File: config.mk
export PLATFORM = sky130hd
export DESIGN_NAME = tag_ram_ctrl_flat
export DESIGN_NICKNAME = d
export VERILOG_FILES = /design/src/rtl/tag_ram_ctrl_pkg.sv /design/src/rtl/tag_ram_ctrl_if.sv /design/src/rtl/tag_ram_ctrl_compare.sv /design/src/rtl/tag_ram.sv /design/src/flat_wrapper.sv
export SDC_FILE = /design/constraint.sdc
export NUM_CORES = 1
export LEC_CHECK = 0
export ABC_AREA = 0
export CAP_MARGIN = 20
export CORE_ASPECT_RATIO = 1.1
export CORE_MARGIN = 2
export CORE_UTILIZATION = 45
export DETAILED_ROUTE_END_ITERATION = 12
export GPL_ROUTABILITY_DRIVEN = 1
export HOLD_SLACK_MARGIN = 0.08
export PLACE_DENSITY = 0.8
export SETUP_SLACK_MARGIN = 0.05
export SLEW_MARGIN = 20
export SYNTH_ARGS = -nofsm -noshare
export SYNTH_HDL_FRONTEND = slang
export SYNTH_SLANG_ARGS = --single-unit
File: constraint.sdc
create_clock -name clock -period 1.86 [get_ports clock]
set_clock_uncertainty 0.05 [all_clocks]
set_input_delay 0.186 -clock clock [delete_from_list [all_inputs] [get_ports clock]]
set_output_delay 0.186 -clock clock [all_outputs]
set_load 0.02 [all_outputs]
File: src/rtl/tag_ram_ctrl_pkg.sv
// Shared definitions for the tag RAM controller: FSM states, entry field
// layout helpers and default geometry.
package tag_ram_pkg;

    typedef enum logic [1:0] {
        INIT   = 2'd0,
        IDLE   = 2'd1,
        LOOKUP = 2'd2
    } state_t;

    localparam int DEF_AWIDTH = 3;
    localparam int DEF_DWIDTH = 7;

    // Entry layout: {valid, tag}; the tag fills everything below the valid bit.
    function automatic int twidth(input int dw);
        return dw - 1;
    endfunction

    function automatic int valid_bit(input int dw);
        return dw - 1;
    endfunction

    function automatic int tag_msb(input int dw);
        return dw - 2;
    endfunction

endpackage

File: src/rtl/tag_ram_ctrl_if.sv
// Request/response, flush/init and RAM-side signals of the tag RAM controller.
// master = requester plus RAM side (bench), slave = the controller.
interface tag_ram_ctrl_if #(
    parameter int AWIDTH = 3,
    parameter int DWIDTH = 7
);
    localparam int TWIDTH = DWIDTH - 1;

    logic              flush;
    logic              init_busy;
    logic              req_valid;
    logic              req_ready;
    logic [AWIDTH-1:0] req_index;
    logic [TWIDTH-1:0] req_tag;
    logic              req_alloc;
    logic              rsp_valid;
    logic              rsp_hit;
    logic [AWIDTH-1:0] rsp_index;
    logic [DWIDTH-1:0] rsp_old_entry;
    logic [AWIDTH-1:0] mem_addr;
    logic [DWIDTH-1:0] mem_din;
    logic              mem_we;
    logic [DWIDTH-1:0] mem_dout;

    modport master (
        output flush, req_valid, req_index, req_tag, req_alloc, mem_dout,
        input  init_busy, req_ready, rsp_valid, rsp_hit, rsp_index, rsp_old_entry,
               mem_addr, mem_din, mem_we
    );

    modport slave (
        input  flush, req_valid, req_index, req_tag, req_alloc, mem_dout,
        output init_busy, req_ready, rsp_valid, rsp_hit, rsp_index, rsp_old_entry,
               mem_addr, mem_din, mem_we
    );
endinterface

File: src/rtl/tag_ram_ctrl_compare.sv
// Combinational hit detection: entry valid bit set and stored tag equal.
module tag_compare
    import tag_ram_pkg::*;
#(
    parameter int DWIDTH = 7
) (
    input  logic [DWIDTH-1:0]         entry,
    input  logic [twidth(DWIDTH)-1:0] tag,
    output logic                      hit
);
    localparam int VALID_BIT = valid_bit(DWIDTH);
    localparam int TAG_MSB   = tag_msb(DWIDTH);

    assign hit = entry[VALID_BIT] && (entry[TAG_MSB:0] == tag);
endmodule

File: src/rtl/tag_ram.sv
// Tag RAM controller: sweeps the RAM to invalid after reset/flush, then
// serves lookups (read, compare, optional allocate write) with a 2-cycle
// response latency against a synchronous-read RAM.
module tag_ram_ctrl
    import tag_ram_pkg::*;
#(
    parameter int AWIDTH = DEF_AWIDTH,
    parameter int DWIDTH = DEF_DWIDTH
) (
    input  logic           clock,
    input  logic           reset,
    tag_ram_ctrl_if.slave  bus
);
    localparam int TWIDTH = twidth(DWIDTH);
    localparam int DEPTH  = 1 << AWIDTH;
    localparam logic [AWIDTH-1:0] LAST = AWIDTH'(DEPTH - 1);

    state_t            state_q, state_d;
    logic [AWIDTH-1:0] cnt_q;
    logic [AWIDTH-1:0] index_q;
    logic [TWIDTH-1:0] tag_q;
    logic              alloc_q;
    logic              flush_pend_q;

    logic              rsp_valid_q, rsp_hit_q;
    logic [AWIDTH-1:0] rsp_index_q;
    logic [DWIDTH-1:0] rsp_old_q;

    logic              hit;
    logic              we_c;
    logic [AWIDTH-1:0] addr_c;
    logic [DWIDTH-1:0] din_c;
    logic              ready_c;
    logic              busy_c;

    tag_compare #(.DWIDTH(DWIDTH)) u_cmp (
        .entry (bus.mem_dout),
        .tag   (tag_q),
        .hit   (hit)
    );

    // Next state and RAM/handshake outputs for the current state.
    always_comb begin
        state_d = state_q;
        we_c    = 1'b0;
        addr_c  = bus.req_index;
        din_c   = '0;
        ready_c = 1'b0;
        busy_c  = 1'b0;
        case (state_q)
            INIT: begin
                addr_c = cnt_q;
                we_c   = 1'b1;
                busy_c = 1'b1;
                // A flush here restarts the sweep, so never leave on that cycle.
                if (!bus.flush && cnt_q == LAST)
                    state_d = IDLE;
            end
            IDLE: begin
                ready_c = !bus.flush && !flush_pend_q;
                if (bus.flush || flush_pend_q)
                    state_d = INIT;
                else if (bus.req_valid)
                    state_d = LOOKUP;
            end
            LOOKUP: begin
                addr_c = index_q;
                if (!hit && alloc_q) begin
                    we_c  = 1'b1;
                    din_c = {1'b1, tag_q};
                end
                state_d = flush_pend_q ? INIT : IDLE;
            end
            default: state_d = INIT;
        endcase
    end

    // State register.
    always_ff @(posedge clock or posedge reset) begin
        if (reset) state_q <= INIT;
        else       state_q <= state_d;
    end

    // Sweep counter: runs only in INIT, wraps to 0 after the last entry.
    always_ff @(posedge clock or posedge reset) begin
        if (reset)                cnt_q <= '0;
        else if (state_q == INIT) cnt_q <= bus.flush ? '0 : cnt_q + 1'b1;
        else                      cnt_q <= '0;
    end

    // Remember a flush that arrived mid-lookup until the sweep begins.
    always_ff @(posedge clock or posedge reset) begin
        if (reset)                                  flush_pend_q <= 1'b0;
        else if (state_d == INIT)                   flush_pend_q <= 1'b0;
        else if (bus.flush && state_q == LOOKUP)    flush_pend_q <= 1'b1;
    end

    // Capture the accepted request for the LOOKUP cycle.
    always_ff @(posedge clock or posedge reset) begin
        if (reset) begin
            index_q <= '0;
            tag_q   <= '0;
            alloc_q <= 1'b0;
        end else if (bus.req_valid && ready_c) begin
            index_q <= bus.req_index;
            tag_q   <= bus.req_tag;
            alloc_q <= bus.req_alloc;
        end
    end

    // Response registers: pulse valid after LOOKUP, otherwise hold fields.
    always_ff @(posedge clock or posedge reset) begin
        if (reset) begin
            rsp_valid_q <= 1'b0;
            rsp_hit_q   <= 1'b0;
            rsp_index_q <= '0;
            rsp_old_q   <= '0;
        end else begin
            rsp_valid_q <= (state_q == LOOKUP);
            if (state_q == LOOKUP) begin
                rsp_hit_q   <= hit;
                rsp_index_q <= index_q;
                rsp_old_q   <= bus.mem_dout;
            end
        end
    end

    // Reset must never let the INIT write enable reach the RAM.
    assign bus.mem_we        = we_c && !reset;
    assign bus.mem_addr      = addr_c;
    assign bus.mem_din       = din_c;
    assign bus.req_ready     = ready_c;
    assign bus.init_busy     = busy_c;
    assign bus.rsp_valid     = rsp_valid_q;
    assign bus.rsp_hit       = rsp_hit_q;
    assign bus.rsp_index     = rsp_index_q;
    assign bus.rsp_old_entry = rsp_old_q;
endmodule

File: src/flat_wrapper.sv
// flat-port wrapper written by rule: the top's interface ports become plain ports
module tag_ram_ctrl_flat import tag_ram_pkg::*;
#(
    parameter int AWIDTH = DEF_AWIDTH,
    parameter int DWIDTH = DEF_DWIDTH
)
  (clock, reset, bus_flush, bus_req_valid, bus_req_index, bus_req_tag, bus_req_alloc, bus_mem_dout, bus_init_busy, bus_req_ready, bus_rsp_valid, bus_rsp_hit, bus_rsp_index, bus_rsp_old_entry, bus_mem_addr, bus_mem_din, bus_mem_we);
  tag_ram_ctrl_if #(.AWIDTH(AWIDTH), .DWIDTH(DWIDTH)) bus_i ();
  input  logic clock;
  input  logic reset;
  input wire logic [$bits(bus_i.flush)-1:0] bus_flush;
  input wire logic [$bits(bus_i.req_valid)-1:0] bus_req_valid;
  input wire logic [$bits(bus_i.req_index)-1:0] bus_req_index;
  input wire logic [$bits(bus_i.req_tag)-1:0] bus_req_tag;
  input wire logic [$bits(bus_i.req_alloc)-1:0] bus_req_alloc;
  input wire logic [$bits(bus_i.mem_dout)-1:0] bus_mem_dout;
  output wire logic [$bits(bus_i.init_busy)-1:0] bus_init_busy;
  output wire logic [$bits(bus_i.req_ready)-1:0] bus_req_ready;
  output wire logic [$bits(bus_i.rsp_valid)-1:0] bus_rsp_valid;
  output wire logic [$bits(bus_i.rsp_hit)-1:0] bus_rsp_hit;
  output wire logic [$bits(bus_i.rsp_index)-1:0] bus_rsp_index;
  output wire logic [$bits(bus_i.rsp_old_entry)-1:0] bus_rsp_old_entry;
  output wire logic [$bits(bus_i.mem_addr)-1:0] bus_mem_addr;
  output wire logic [$bits(bus_i.mem_din)-1:0] bus_mem_din;
  output wire logic [$bits(bus_i.mem_we)-1:0] bus_mem_we;
  assign bus_i.flush = bus_flush;
  assign bus_i.req_valid = bus_req_valid;
  assign bus_i.req_index = bus_req_index;
  assign bus_i.req_tag = bus_req_tag;
  assign bus_i.req_alloc = bus_req_alloc;
  assign bus_i.mem_dout = bus_mem_dout;
  assign bus_init_busy = bus_i.init_busy;
  assign bus_req_ready = bus_i.req_ready;
  assign bus_rsp_valid = bus_i.rsp_valid;
  assign bus_rsp_hit = bus_i.rsp_hit;
  assign bus_rsp_index = bus_i.rsp_index;
  assign bus_rsp_old_entry = bus_i.rsp_old_entry;
  assign bus_mem_addr = bus_i.mem_addr;
  assign bus_mem_din = bus_i.mem_din;
  assign bus_mem_we = bus_i.mem_we;
  tag_ram_ctrl #(.AWIDTH(AWIDTH), .DWIDTH(DWIDTH)) u_core (.clock(clock), .reset(reset), .bus(bus_i));
endmodule
# Yosys cells after proc, flatten, opt, wreduce, memory -nomap -nowiden
# Index checks and enable logic that the tools add are counted.
# Widths: inputs -> output; s select.
[classes] n_mux=16 multipliers=0 eq_ne=4 n_div=0 reduce_logical=15 n_lt_le_gt_ge=0 shifts=0 n_addsub=1 bitwise=0
[ops] op="$mux 7" n=2
[ops] op="$logic_and 1x1->1" n=7
[ops] op="$eq 6x6->1" n=1
[ops] op="$mux 1" n=6
[ops] op="$mux 2" n=3
[ops] op="$mux 3" n=2
[ops] op="$pmux 2 s3" n=1
[ops] op="$pmux 3 s2" n=1
[ops] op="$logic_not 1->1" n=4
[ops] op="$logic_not 2->1" n=2
[ops] op="$add 3x1->3 const B" n=1
[ops] op="$eq 3x3->1 const B" n=1
[ops] op="$eq 2x1->1 const B" n=1
[ops] op="$eq 2x2->1 const B" n=1
[ops] op="$pmux 1 s2" n=1
[ops] op="$reduce_bool 2->1" n=1
[ops] op="$logic_or 1x1->1" n=1
[word_totals] regBits=28 latch_bits=0 elab_cells=46 mem_bits_rw=0 n_memories=0 output_inout_bits=25 mem_bits_ro=0

# Logic depth before layout (Yosys ltp)
# Gate-level depths: netlist of run 1.
[depth] ltp_word=7 depth_mapped=5

# Cells and area by module
# Synthesis of run 1 repeated with hierarchy kept, for this count alone.
[unflattened] cells_unflattened=99 area_unflattened_um2=1295.0
[modules_own_cells] mod="tag_ram_ctrl" cells_per_inst=91 area_per_inst_um2=1223.7 instances=1
[modules_own_cells] mod="tag_compare" cells_per_inst=8 area_per_inst_um2=71.3 instances=1

# Worst setup path before layout of run 1
# OpenSTA, ideal clock, no wires.
[synth_path] path_type="reg-to-output" from="reg u_core.tag_q[0]" to="out bus_mem_we" stages_incl_launch_ff=4 slack_ns=0.197 path_buffers=0 t_arrival_ns=1.427 cell_sequence="dfrtp_1 -> xor2_1 -> or4_4 -> o31a_1"
[synth_via] elab_chain_len=7
[synth_rtl] element="start, declared" line_no="tag_ram.sv:21" source="logic [TWIDTH-1:0] tag_q;"
[synth_rtl] element="start signal, assigned" line_no="tag_ram.sv:106" source="tag_q <= bus.req_tag;"
[synth_rtl] element="$eq 6x6->1" line_no="tag_ram_ctrl_compare.sv:14" source="assign hit = entry[VALID_BIT] && (entry[TAG_MSB:0] == tag);"
[synth_rtl] element="$logic_and 1x1->1" line_no="tag_ram_ctrl_compare.sv:14"
[synth_rtl] element="$logic_not 1->1" line_no="tag_ram.sv:68" source="if (!hit && alloc_q) begin"
[synth_rtl] element="$logic_and 1x1->1" line_no="tag_ram.sv:68"
[synth_rtl] element="$mux 1" line_no="tag_ram.sv:68"
[synth_rtl] element="$pmux 1 s2" line_no="tag_ram.sv:50" source="case (state_q)"
[synth_rtl] element="$logic_and 1x1->1" line_no="tag_ram.sv:129" source="assign bus.mem_we = we_c && !reset;"
[synth_rtl] element="end, declared" line_no="flat_wrapper.sv:25" source="output wire logic [$bits(bus_i.mem_we)-1:0] bus_mem_we;"
# No other way between the ends.

# Worst setup path after layout of run 1
[layout_path] from="reg u_core.tag_q[3]" to="out bus_mem_we"
# Same word-level chain as after synthesis.

==> results of run 1 <==
critical path: stages (launching register included):
cell	delay, ps
dfrtp_1	440
xor2_1	170
or4_4	540
o31a_1	290
buf_6	140
placed cells by master, fill, tap and decap left out, types with 2 or more instances in the layout:
cell              n
a31oi_1           7
and2_1            2
buf_2             6
buf_4            19
buf_6             2
clkbuf_2          4
clkbuf_4          3
clkdlybuf4s50_1  32
dfrtp_1          27
ha_1              2
inv_1             6
mux2_2           10
mux2i_1           3
nand2_1          42
nand2b_1          2
nand3_1           2
nor2_1            3
nor4b_4           2
o21ai_0           5
kinds of logic (layout without fill, tap and decap cells):
group / after synthesis / count (layout) / share of synthesized area
simple gates: 62 / 62 / 0.218
mux: 13 / 13 / 0.104
flops: 28 / 28 / 0.512
fa+ha+maj: 2 / 2 / 0.0183
xor+xnor: 5 / 5 / 0.0320
buf+inv: 13 / 74 / 0.0375
compound gates: 17 / 17 / 0.0777
report_power, final:
part | total (mW) | internal [mW] | switching [mW]
Combinational | 0.273 | 0.144 | 0.129
Sequential | 0.664 | 0.641 | 0.0231
Clock | 0.247 | 0.0759 | 0.171
final cells by class:
cell class	count	area [um2]
clock buffer	3	22.5
timing repair buffer	65	554
tap	34	42.5
inverter	6	22.5
multi-input combinational	99	703
fill	221	922
sequential	28	702
stage by stage:
step	total power, mW	utilization
floorplan	0.774	-
detailed placement	0.916	0.660
finish	1.18	0.689
CTS	1.18	0.685
global route	1.23	0.689
global placement	0.906	0.660
worst paths after layout:
kind                                    from                          end
max                          u_core.tag_q[3]                   bus_mem_we
min                          bus_mem_dout[2]  u_core.bus.rsp_old_entry[2]
max reg2reg                u_core.state_q[1]              u_core.tag_q[5]
min reg2reg                  u_core.cnt_q[0]              u_core.cnt_q[0]
max in group asynchronous              reset  u_core.bus.rsp_old_entry[6]
min in group asynchronous              reset               u_core.alloc_q
layer usage:
metal	share of wire	global-route usage	vias to the layer above
met1	0.42	0.245	593
met2	0.53	0.342	27
met5	0	0	-
met4	0.014	0.0816	0
li1	-	-	591
met3	0.033	0.0290	6
flip-flops by register name, summed over array words and instances, names as in the netlist:
signal / flops
u_core.cnt_q: 3
u_core.alloc_q: 1
u_core.bus.rsp_valid: 1
u_core.tag_q: 6
u_core.state_q: 2
u_core.bus.rsp_index: 3
u_core.bus.rsp_hit: 1
u_core.flush_pend_q: 1
u_core.bus.rsp_old_entry: 7
u_core.index_q: 3
timing repair:
| action | CTS | global route |
|---|---|---|
| setup endpoints to repair | 13 | 12 |
| hold buffers | 1 | 0 |
| pin swaps | 6 | 0 |
| endpoints found under the hold margin | 5 | 0 |
| cloned | 0 | 0 |
| setup buffers | 2 | 0 |
| resized for setup | 60 | 15 |
==> results.cfg, run 1 <==
[critical_path]
cp-start-kind = flip-flop
worstSetupPathType = reg2out
cp_data_arrival_time_ps = 1900
critPathCaptureType = output pin
critPathMaxFanout = 3
worst-r2r-setup-slack_ps = 300
worstPathRequired_ps = 1620
ff2ff_path_depth = 5

[global_routing]
antenna_found_initial = 0
grt_max_degree = 24
grt_pass1_vias = 1163
grt-ovfl-total = 0
grtUsageTotal = 0.195
grt_pass1_wl_um = 5220

[floorplanning]
die_w_um = 56.6
die-area_um2 = 3500
start_util = 0.461
row_count = 21
io_pins = 46
die_y_um = 61.8
core_um2 = 2970

[yosys]
synth.most_common_cell = nand2_1
synth_cells = 140
synthesis.area_um2 = 1370
yosysUniqueCellTypes = 32
synth_commonest_cells = nand2_1 (42), dfrtp_1 (28), mux2_2 (10)
synth_area_leaders = dfrtp_1 (51%), nand2_1 (12%), mux2_2 (8.2%)
yosysTopAreaCell = dfrtp_1
synth_ff_type = dfrtp_1
synth_top_area_frac = 0.512
async_reset_ff_frac = 1.00
avgSynthCellArea_um2 = 9.78
ys_seq_area_frac = 0.512
synth_edf_count = 0
ys.warnings.count = 0
synth_seq_cells = 28
synth_fp_nets = 163

[hold_path]
hp-class = in2reg
whs_path_depth = 3

[run]
maxCapViolCount = 0

[layout]
areaGrowthSynthToFinish_pct = 49.5
diodes = 0
final_nets = 226
finalInstanceArea_um2 = 2050
instances_no_fill = 235
drive_above_1_share = 0.279

[clock_tree]
clock_path_buffers = 2
root_buffer = clkbuf_4
cts.clk_slew.worst_paths_ps = 140
clk_latency_ps = 320
clock_sinks = 28
cts_inserted_buffers = 3
htree_levels = 1
cts_tree = done

[timing]
whs_ps = 399
hold_violations = 0
rsz0062_at_grt = true
fin_tns_setup_ps = -385
fmax_ghz = 0.468
tightestPinTransition_ps = 297
fin_crit_sh = 1.15
fin_ws_ps = -275
slew-limit-headroom = 0.802
slew_violations = 0
finalSetupViolCount = 3
min_period_ps = 2130

[route]
vias_per_cell = 5.18
drc = 0
wire_per_inst_um = 14.6
dr.pass1.iters = 4
via_count = 1217
initialDrtViolationCount = 38
drt_wl_total_um = 3440
antenna_left = 0

[place]
dp_hpwl_um = 2550
place_area_um2 = 1960
pre_cts_ws_ps = -571
portBuffers = 45
gp_congestion = 0.807
dp.cells = 229

[power_and_ir_drop]
total_leakage_power_nw = 0.979
peakVddDrop_mv = 0.408
p_per_area_nw_per_um2 = 578

[outcome]
violations = setup timing
status = finished, violations left
Note: power is estimated with default switching activity, not from simulation.
==> inputs of run 2 (changes only) <==
CELL_PAD_IN_SITES_DETAIL_PLACEMENT = 2   (was not set)
CELL_PAD_IN_SITES_GLOBAL_PLACEMENT = 2   (was not set)
CORE_UTILIZATION = 26   (was 45)
PLACE_DENSITY = 0.78   (was 0.8)
==> run 2 against run 1 <==
Effect of this change:
- the flow still finishes with violations (setup timing)
- sequential power is essentially flat
- flip-flop and latch count stayed put
- global-route usage grew 0.90 points
- critical endpoint unchanged
- largest cell class unchanged
==> results.cfg, run 2 (synthesis results as in run 1) <==
[route]
antenna_left = 0
via_count = 1343
drc = 0
wire_per_inst_um = 23.1
dr.pass1.iters = 4
vias_per_cell = 5.03
drt_wl_total_um = 6170
initialDrtViolationCount = 68

[layout]
areaGrowthSynthToFinish_pct = 65.4
layout_commonest_cell = nand2_1
final_nets = 233
utilization = 0.450
drive_above_1_share = 0.330
diodes = 0
largest_reg_flops = 7
finalInstanceArea_um2 = 2260
layout_common_cells = nand2_1 (42), clkdlybuf4s50_1 (31), dfrtp_1 (28), buf_4 (27), mux2_2 (10)

[critical_path]
critPathMaxFanout = 2
cp_data_arrival_time_ps = 1930
cp-start-kind = flip-flop
critPathCaptureType = output pin
ff2ff_path_depth = 6
max_stage_delay_ps = 550
crit_chain = xor2_2 > or4_4 > o31a_1 > buf_6
worstSetupPathType = reg2out
worstPathRequired_ps = 1620
crit_path_top_delay_cell = or4_4

[timing]
rsz0062_at_grt = true
fin_ws_ps = -302
tightestPinTransition_ps = 339
finalSetupViolCount = 8
hold_violations = 0
min_period_ps = 2160
fin_tns_setup_ps = -1760
fmax_ghz = 0.463
fin_crit_sh = 1.16
whs_ps = 170
slew_violations = 0
slew-limit-headroom = 0.773

[global_routing]
grt-ovfl-total = 0
grt_max_degree = 24
grt_pass1_wl_um = 8800
grtUsageTotal = 0.204
grt_pass1_vias = 1600
antenna_found_initial = 0

[clock_tree]
hold_buffers = 0
root_buffer = clkbuf_8
clock_sinks = 28
htree_levels = 1
clk_latency_ps = 280
cts_inserted_buffers = 3
cts.clk_slew.worst_paths_ps = 110
clock_path_buffers = 2
cts_tree = done

[place]
gp_congestion = 0.749
portBuffers = 45
dp_hpwl_um = 3670
place_area_um2 = 2020

[floorplanning]
die_y_um = 80.1
core_um2 = 5030
row_count = 27
start_util = 0.272
die-area_um2 = 5860
io_pins = 46
die_w_um = 73.2

[power_and_ir_drop]
p_per_area_nw_per_um2 = 656
peakVddDrop_mv = 0.247
total_leakage_power_nw = 1.05

[outcome]
violations = setup timing
status = finished, violations left

[run]
maxCapViolCount = 0

[hold_path]
hp-class = in2async
-- run 2: timing repair --
action                                 4_1_cts  5_1_grt
cloned                                       0        0
resized for setup                           64       28
setup buffers                                3        3
setup endpoints to repair                   13       12
endpoints found under the hold margin        0        0
pin swaps                                    5        9
-- run 2: worst max-delay path: cells and delay by family, from the launching register on --
family / cells / cell delay [ps]
compound gates: 1 / 300
simple gates: 1 / 550
buf+inv: 1 / 150
flops: 1 / 460
xor+xnor: 1 / 190
-- run 2: power breakdown --
part | switching [mW] | internal (mW) | leakage, nW
clock | 0.214 | 0.289 | 0.0357
sequential | 0.0256 | 0.640 | 0.348
combinational | 0.161 | 0.155 | 0.669
-- run 2: final timing paths --
| kind | slack [ps] | startpoint | end |
|---|---|---|---|
| setup / recovery | -300 | u_core.tag_q[0] | bus_mem_we |
| hold / removal | 170 | reset | u_core.tag_q[0] |
| setup reg to reg | 110 | u_core.state_q[1] | u_core.state_q[0] |
| hold reg to reg | 430 | u_core.cnt_q[0] | u_core.cnt_q[0] |
| max in group asynchronous | 970 | reset | u_core.tag_q[1] |
| min in group clock | 200 | bus_mem_dout[0] | u_core.bus.rsp_old_entry[0] |
-- run 2: through the flow --
step           total power [mW]  worst slack (ps)  std cells
6_report                   1.49              -302        267
2_1_floorplan             0.774               197        140
4_1_cts                    1.46              -252        264
3_3_place_gp              0.919              -664        257
5_1_grt                    1.54              -368        267
3_5_place_dp              0.934              -751        257
-- run 2: final cells by class --
class                           instances  area (um2)
Tap cell                               58        72.6
Clock buffer                            3        41.3
Sequential cell                        28         701
Fill cell                             525        2770
Clock inverter                          1        30.0
Timing Repair Buffer                   72         638
Inverter                                6        22.5
Multi-Input combinational cell         99         759
-- run 2: routing by layer --
metal / routed length, um / global-route usage
met3: 165 / 0.0263
met2: 3340 / 0.386
met4: 155 / 0.0481
met1: 2510 / 0.238
met5: 0 / 0
